File: config.mk
export PLATFORM = sky130hd
export DESIGN_NAME = bus_stream_fifo_flat
export DESIGN_NICKNAME = d
export VERILOG_FILES = /design/src/rtl/bus_stream_fifo_if.sv /design/src/rtl/bus_stream_fifo.sv /design/src/flat_wrapper.sv
export SDC_FILE = /design/constraint.sdc
export NUM_CORES = 1
export LEC_CHECK = 0
export CAP_MARGIN = 20
export CORE_ASPECT_RATIO = 1.5
export CORE_MARGIN = 2
export CORE_UTILIZATION = 26
export DETAILED_ROUTE_END_ITERATION = 16
export HOLD_SLACK_MARGIN = 0.06
export PLACE_DENSITY_LB_ADDON = 0.08
export SLEW_MARGIN = 10
export SYNTH_ARGS = -nofsm -noshare
export SYNTH_HDL_FRONTEND = slang
export SYNTH_SLANG_ARGS = --single-unit
export TNS_END_PERCENT = 10
File: constraint.sdc
create_clock -name clk -period 7.9 [get_ports clk]
set_input_delay 2.37 -clock clk [delete_from_list [all_inputs] [get_ports clk]]
set_output_delay 2.37 -clock clk [all_outputs]
set_load 0.05 [all_outputs]
File: src/rtl/bus_stream_fifo_if.sv
// Register bus plus TX/RX word streams for bus_stream_fifo.
// The slave modport is the FIFO block's view; master is the bus/stream driver side.
interface bus_stream_fifo_if;
    logic [15:0] baddr;
    logic [15:0] bwrdata;
    logic        bwr;
    logic        bstrobe;
    logic [15:0] brddata;
    logic [15:0] tx_data;
    logic        tx_valid;
    logic        tx_ready;
    logic [15:0] rx_data;
    logic        rx_valid;
    logic        rx_ready;

    modport slave (
        input  baddr, bwrdata, bwr, bstrobe,
        output brddata,
        output tx_data, tx_valid,
        input  tx_ready,
        input  rx_data, rx_valid,
        output rx_ready
    );

    modport master (
        output baddr, bwrdata, bwr, bstrobe,
        input  brddata,
        input  tx_data, tx_valid,
        output tx_ready,
        output rx_data, rx_valid,
        input  rx_ready
    );
endinterface

File: src/rtl/bus_stream_fifo.sv
// Register-bus slave bridging bus writes to a TX word stream and an RX word stream to bus reads,
// each through a first-word-fall-through FIFO of depth 2**DEPTH_LOG2.
module bus_stream_fifo #(
    parameter logic [15:0] BASE_ADDR  = 16'h0040,
    parameter int          DEPTH_LOG2 = 4
) (
    input  logic              clk,
    input  logic              aresetn,
    bus_stream_fifo_if.slave  bus
);
    localparam int PW = DEPTH_LOG2;
    localparam int CW = DEPTH_LOG2 + 1;
    localparam logic [CW-1:0] FULL_COUNT = CW'(1 << DEPTH_LOG2);

    logic [15:0]   w_offset;
    logic          w_inRange;
    logic          w_wrStb, w_rdStb;
    logic          w_wrCtrl, w_wrTx, w_wrFlags, w_rdRx;

    logic          r_enable, r_txOvf, r_rxUnf;

    logic [15:0]   r_txMem [1 << DEPTH_LOG2];
    logic [PW-1:0] r_txWp, r_txRp;
    logic [CW-1:0] r_txCount;
    logic          w_txEmpty, w_txFull, w_txPush, w_txPop, w_txFlush;

    logic [15:0]   r_rxMem [1 << DEPTH_LOG2];
    logic [PW-1:0] r_rxWp, r_rxRp;
    logic [CW-1:0] r_rxCount;
    logic          w_rxEmpty, w_rxFull, w_rxPush, w_rxPop, w_rxFlush;

    // Wrapping subtraction makes addresses below BASE_ADDR land out of range too.
    assign w_offset  = bus.baddr - BASE_ADDR;
    assign w_inRange = (w_offset < 16'd5);
    assign w_wrStb   = bus.bstrobe &  bus.bwr & w_inRange;
    assign w_rdStb   = bus.bstrobe & ~bus.bwr & w_inRange;
    assign w_wrCtrl  = w_wrStb & (w_offset[2:0] == 3'd0);
    assign w_wrTx    = w_wrStb & (w_offset[2:0] == 3'd1);
    assign w_rdRx    = w_rdStb & (w_offset[2:0] == 3'd2);
    assign w_wrFlags = w_wrStb & (w_offset[2:0] == 3'd4);

    assign w_txEmpty = (r_txCount == '0);
    assign w_txFull  = (r_txCount == FULL_COUNT);
    assign w_txPush  = w_wrTx & ~w_txFull;
    assign w_txPop   = r_enable & ~w_txEmpty & bus.tx_ready;
    assign w_txFlush = w_wrCtrl & bus.bwrdata[1];

    assign w_rxEmpty = (r_rxCount == '0);
    assign w_rxFull  = (r_rxCount == FULL_COUNT);
    assign w_rxPush  = r_enable & ~w_rxFull & bus.rx_valid;
    assign w_rxPop   = w_rdRx & ~w_rxEmpty;
    assign w_rxFlush = w_wrCtrl & bus.bwrdata[2];

    assign bus.tx_data  = r_txMem[r_txRp];
    assign bus.tx_valid = r_enable & ~w_txEmpty;
    assign bus.rx_ready = r_enable & ~w_rxFull;

    always_ff @(posedge clk) begin
        if (w_txPush) r_txMem[r_txWp] <= bus.bwrdata;
        if (w_rxPush) r_rxMem[r_rxWp] <= bus.rx_data;
    end

    always_ff @(posedge clk or negedge aresetn) begin
        if (!aresetn) begin
            r_txWp    <= '0;
            r_txRp    <= '0;
            r_txCount <= '0;
        end else if (w_txFlush) begin
            r_txWp    <= '0;
            r_txRp    <= '0;
            r_txCount <= '0;
        end else begin
            if (w_txPush) r_txWp <= r_txWp + 1'b1;
            if (w_txPop)  r_txRp <= r_txRp + 1'b1;
            r_txCount <= r_txCount + CW'(w_txPush) - CW'(w_txPop);
        end
    end

    always_ff @(posedge clk or negedge aresetn) begin
        if (!aresetn) begin
            r_rxWp    <= '0;
            r_rxRp    <= '0;
            r_rxCount <= '0;
        end else if (w_rxFlush) begin
            r_rxWp    <= '0;
            r_rxRp    <= '0;
            r_rxCount <= '0;
        end else begin
            if (w_rxPush) r_rxWp <= r_rxWp + 1'b1;
            if (w_rxPop)  r_rxRp <= r_rxRp + 1'b1;
            r_rxCount <= r_rxCount + CW'(w_rxPush) - CW'(w_rxPop);
        end
    end

    // Sticky error flags: a set in the same cycle as a clear takes priority.
    always_ff @(posedge clk or negedge aresetn) begin
        if (!aresetn) begin
            r_enable <= 1'b0;
            r_txOvf  <= 1'b0;
            r_rxUnf  <= 1'b0;
        end else begin
            if (w_wrCtrl) r_enable <= bus.bwrdata[0];
            if (w_wrTx & w_txFull)                    r_txOvf <= 1'b1;
            else if (w_wrFlags & bus.bwrdata[0])      r_txOvf <= 1'b0;
            if (w_rdRx & w_rxEmpty)                   r_rxUnf <= 1'b1;
            else if (w_wrFlags & bus.bwrdata[1])      r_rxUnf <= 1'b0;
        end
    end

    always_comb begin
        bus.brddata = 16'h0000;
        if (w_inRange) begin
            case (w_offset[2:0])
                3'd0: bus.brddata = {8'h00, r_rxUnf, r_txOvf, w_rxFull, w_rxEmpty,
                                     w_txFull, w_txEmpty, 1'b0, r_enable};
                3'd2: bus.brddata = w_rxEmpty ? 16'h0000 : r_rxMem[r_rxRp];
                3'd3: bus.brddata = {8'(r_rxCount), 8'(r_txCount)};
                3'd4: bus.brddata = {14'h0000, r_rxUnf, r_txOvf};
                default: bus.brddata = 16'h0000;
            endcase
        end
    end
endmodule

File: src/flat_wrapper.sv
// flat-port wrapper written by rule: the top's interface ports become plain ports
module bus_stream_fifo_flat 
#(
    parameter logic [15:0] BASE_ADDR  = 16'h0040,
    parameter int          DEPTH_LOG2 = 4
)
  (clk, aresetn, bus_baddr, bus_bwrdata, bus_bwr, bus_bstrobe, bus_brddata, bus_tx_data, bus_tx_valid, bus_tx_ready, bus_rx_data, bus_rx_valid, bus_rx_ready);
  bus_stream_fifo_if bus_i ();
  input  logic clk;
  input  logic aresetn;
  input wire logic [$bits(bus_i.baddr)-1:0] bus_baddr;
  input wire logic [$bits(bus_i.bwrdata)-1:0] bus_bwrdata;
  input wire logic [$bits(bus_i.bwr)-1:0] bus_bwr;
  input wire logic [$bits(bus_i.bstrobe)-1:0] bus_bstrobe;
  output wire logic [$bits(bus_i.brddata)-1:0] bus_brddata;
  output wire logic [$bits(bus_i.tx_data)-1:0] bus_tx_data;
  output wire logic [$bits(bus_i.tx_valid)-1:0] bus_tx_valid;
  input wire logic [$bits(bus_i.tx_ready)-1:0] bus_tx_ready;
  input wire logic [$bits(bus_i.rx_data)-1:0] bus_rx_data;
  input wire logic [$bits(bus_i.rx_valid)-1:0] bus_rx_valid;
  output wire logic [$bits(bus_i.rx_ready)-1:0] bus_rx_ready;
  assign bus_i.baddr = bus_baddr;
  assign bus_i.bwrdata = bus_bwrdata;
  assign bus_i.bwr = bus_bwr;
  assign bus_i.bstrobe = bus_bstrobe;
  assign bus_brddata = bus_i.brddata;
  assign bus_tx_data = bus_i.tx_data;
  assign bus_tx_valid = bus_i.tx_valid;
  assign bus_i.tx_ready = bus_tx_ready;
  assign bus_i.rx_data = bus_rx_data;
  assign bus_i.rx_valid = bus_rx_valid;
  assign bus_rx_ready = bus_i.rx_ready;
  bus_stream_fifo #(.BASE_ADDR(BASE_ADDR), .DEPTH_LOG2(DEPTH_LOG2)) u_core (.clk(clk), .aresetn(aresetn), .bus(bus_i));
endmodule
==> metrics.txt <==
pwr dens 226 mW/mm2; Worst path max stage delay 0.63 ns; Slew HR 0.383; unique cell type count in the Yosys netlist 55; Min-Delay Path Depth 1; post-DR vias/cell ~4.6; crit path max fanout 9; Clock power frac 0.432; CTS resizes 0; IO Pins 88; RSZ-0062 raised after global routing false; Reg power frac 0.544; internal power approximately 4.6 mW; CP Launch Type primary input; n_diodes 0; H-Tree Depth 2; vias post-DR 10,500; drt drc 0; Clock Tree Root clkbuf_16; sequential area share after synthesis 0.746; Synth Flop Type edfxtp_1; hold_buf cts 0; largest net degree at the start of global routing 51; r2r endpoint u_core.r_rxCount[4]$_DFF_PN0_; Initial Utilization 0.262; Routability Congestion between 0.7 and 0.8; synthesized flop and latch total 541; FP Rows 129; maxcap violations 0; first-pass GRT wire length 84,800 um; port bufs 87; Die Span X 239 um; reg-to-reg startpoint u_core.r_rxCount[3]$_DFF_PN0_; setup TNS 0 ns; Final Hold Fails 0; Final HPWL DP 37,100 um; initial antenna violation count 5; Crit path max-delay family simple AND/OR/NAND/NOR gates; Die Ht around 360 um; Final Util 0.313; CP Class in2out; CTS sink cnt between 500 and 600; most common cell in the netlist edfxtp_1; core area 0.0823 mm2; setup violators final 0; Min-Delay Endpoint u_core.r_txWp[0]$_DFFE_PN0P_; final slew viol count 0; gr usage total 0.142; crit path DAT 5.09 ns; post-synthesis simple-gate area fraction 0.0380; drt first pass iters 4; post-synthesis mux area share 0.152; cell count after placement 2,178; top cells by count, synth edfxtp_1 (512), mux4_2 (138), nor2_1 (56); Crit path required time 5.53 ns; HP Start u_core.r_txWp[0]$_DFFE_PN0P_; postcts setup bufs 0; vias in the first global route 11,400; Worst path slowest cell nor4_4; TritonCTS clock tree done; Post-layout nets 1,267; Syn Area/Cell 20.6 um2; outcome completed; Sw Share 0.209; post-synthesis compound-gate area fraction 0.0254; syn_nets 1,124; Area growth, synth to finish 19.5%; WP depth 8; Gate power share 0.024; Synth area leaders edfxtp_1 (71%), mux4_2 (14%), dfrtp_1 (3.4%); Yosys top cell area share 0.712; Slew @ Worst Pin 0.923 ns; maximum root-to-sink buffer count 3; drt wl/cell ~26 um; Total Routed Length 60,100 um; number of flops mapped to enable cells by yosys 512; Starting DRT DRC Count roughly 760; Max Clock Freq ~0.13 GHz; die area ~0.085 mm2; clock latency on the worst-skew pair 0.62 ns; area leader, netlist edfxtp_1; Post-DRT Antenna Nets 0; switching power 1.22 mW; CP bufs+invs 3; Post-Synth Adder-Cell Area 0.0146; largest family of logic cells by synthesized area multiplexers; flop2flop setup slack 4.18 ns; Worst Reg-to-Reg Cells 16; xor and xnor area share after synthesis 0.00730; total grt overflow 0; Final Critical Period 7.46 ns; peak supply drop 0.000181 V; layout cell share with drive strength beyond 1 0.263; cells along the critical path clkdlybuf4s50_1 -> nor4_4 -> nand4_1 -> a21o_1 -> or3_1 -> o21ai_1 -> buf_4 -> buf_12; Cell Count, Final, Fillers Out 2,276; Clock Pin Slew Worst Setup and Hold Paths 0.06 ns; Post-Synthesis Cell Area between 0.02 and 0.025 mm2; Mapped Cells roughly 1,000; clk_skew ~0.032 ns; Crit. End Element output port; post-synthesis async set-or-reset flop share 0.0536; cts bufs inserted 57; Tcrit/Tclk final 0.945; Pwr Total roughly 5.8 mW; worst hold path type reg2reg; Synth Warn # 0; leakage about 7.9 nW
==> power by group through the flow <==
stage / logic, mW / registers (mW) / clock network, mW
2_1_floorplan: 0.0586 / 3.22 / 0
3_3_place_gp: 0.136 / 3.23 / 0
3_5_place_dp: 0.140 / 3.23 / 0
4_1_cts: 0.140 / 3.17 / 2.61
5_1_grt: 0.156 / 3.17 / 2.70
6_report: 0.139 / 3.17 / 2.51
==> worst max-delay path by stage <==
stage                             start         endpoint  slack (ns)
final                     bus_baddr[12]   bus_brddata[5]        0.44
after global routing       bus_baddr[9]   bus_brddata[5]        0.34
after CTS                  bus_baddr[9]   bus_brddata[5]        0.48
after detailed placement  bus_baddr[12]   bus_brddata[5]        0.48
after global placement     bus_baddr[9]   bus_brddata[5]        0.49
after floorplan            bus_baddr[9]  bus_brddata[12]        1.03
==> cells in the final DEF (no fill, tap or decap), types with 3 or more instances in the layout <==
cell             netlist  routed
mux4_2               138     138
or3_1                  5       5
nand3_1                5       5
clkdlybuf4s50_1        0      70
o31ai_1                3       3
xnor2_1               11      11
a22o_1                 6       6
nor2b_1               10       9
xor2_1                 7       7
or2_2                  3       3
nor2_2                 0      15
a221oi_1               8       8
nor4_1                10       5
nor2_1                56      39
ha_1                  22      22
nand2_1               17      17
a21o_1                 3       3
clkbuf_16              0      58
nor3_2                 0       4
nor3_1                 7       3
a21oi_1               16      16
and2_1                12       8
nand4_1                6       6
buf_12                 0      12
clkinv_1               0      11
inv_1                 24      24
o21ai_0                9       9
and2_2                 0       4
nand2b_1               5       5
mux2i_1               17      17
dfrtp_1               29      25
edfxtp_1             512     512
buf_4                  3      53
a22oi_1               25      25
nor4_4                 2       3
clkbuf_1              25      15
clkinv_2               0       9
nor4_2                 1       5
==> cell type report <==
type | count | area (um2)
clock buffers | 73 | 1510
clock inverters | 25 | 179
fillers | 8009 | 56500
inverters | 25 | 98.8
multi-input cells | 428 | 5250
flip-flops and latches | 541 | 16100
well taps | 1048 | 1310
repair buffers | 136 | 1340
==> routing by layer <==
metal	vias to the layer above	share of wire	GRT usage
met5	-	0.00080	0
met4	8	0.023	0.0374
met3	85	0.043	0.0286
met2	207	0.52	0.254
met1	5581	0.41	0.174
li1	4584	-	-
==> cells by family after synthesis <==
family	count (synthesis)
AO/OA/AOI/OAI	79
XOR/XNOR	18
adder cells (fa/ha/maj)	24
buffers and inverters	77
flip-flops	541
multiplexers	156
AND/OR/NAND/NOR	151
==> state kept, by name (all words and copies together) (netlist names), 4 cells and up <==
signal	flops
u_core.r_rxCount	5
u_core.r_rxMem	256
u_core.r_rxRp	4
u_core.r_rxWp	4
u_core.r_txCount	5
u_core.r_txMem	256
u_core.r_txRp	4
u_core.r_txWp	4
==> per-stage QoR <==
step           setup slack (ns)  hold WS, ns  area [um2]
2_1_floorplan              1.03        0.493       21600
3_3_place_gp              0.495        0.543       24100
3_5_place_dp              0.478        0.555       24100
4_1_cts                   0.475        0.568       25800
5_1_grt                   0.335        0.597       25800
6_report                  0.437        0.564       25800
Note: power is estimated with default switching activity, not from simulation.
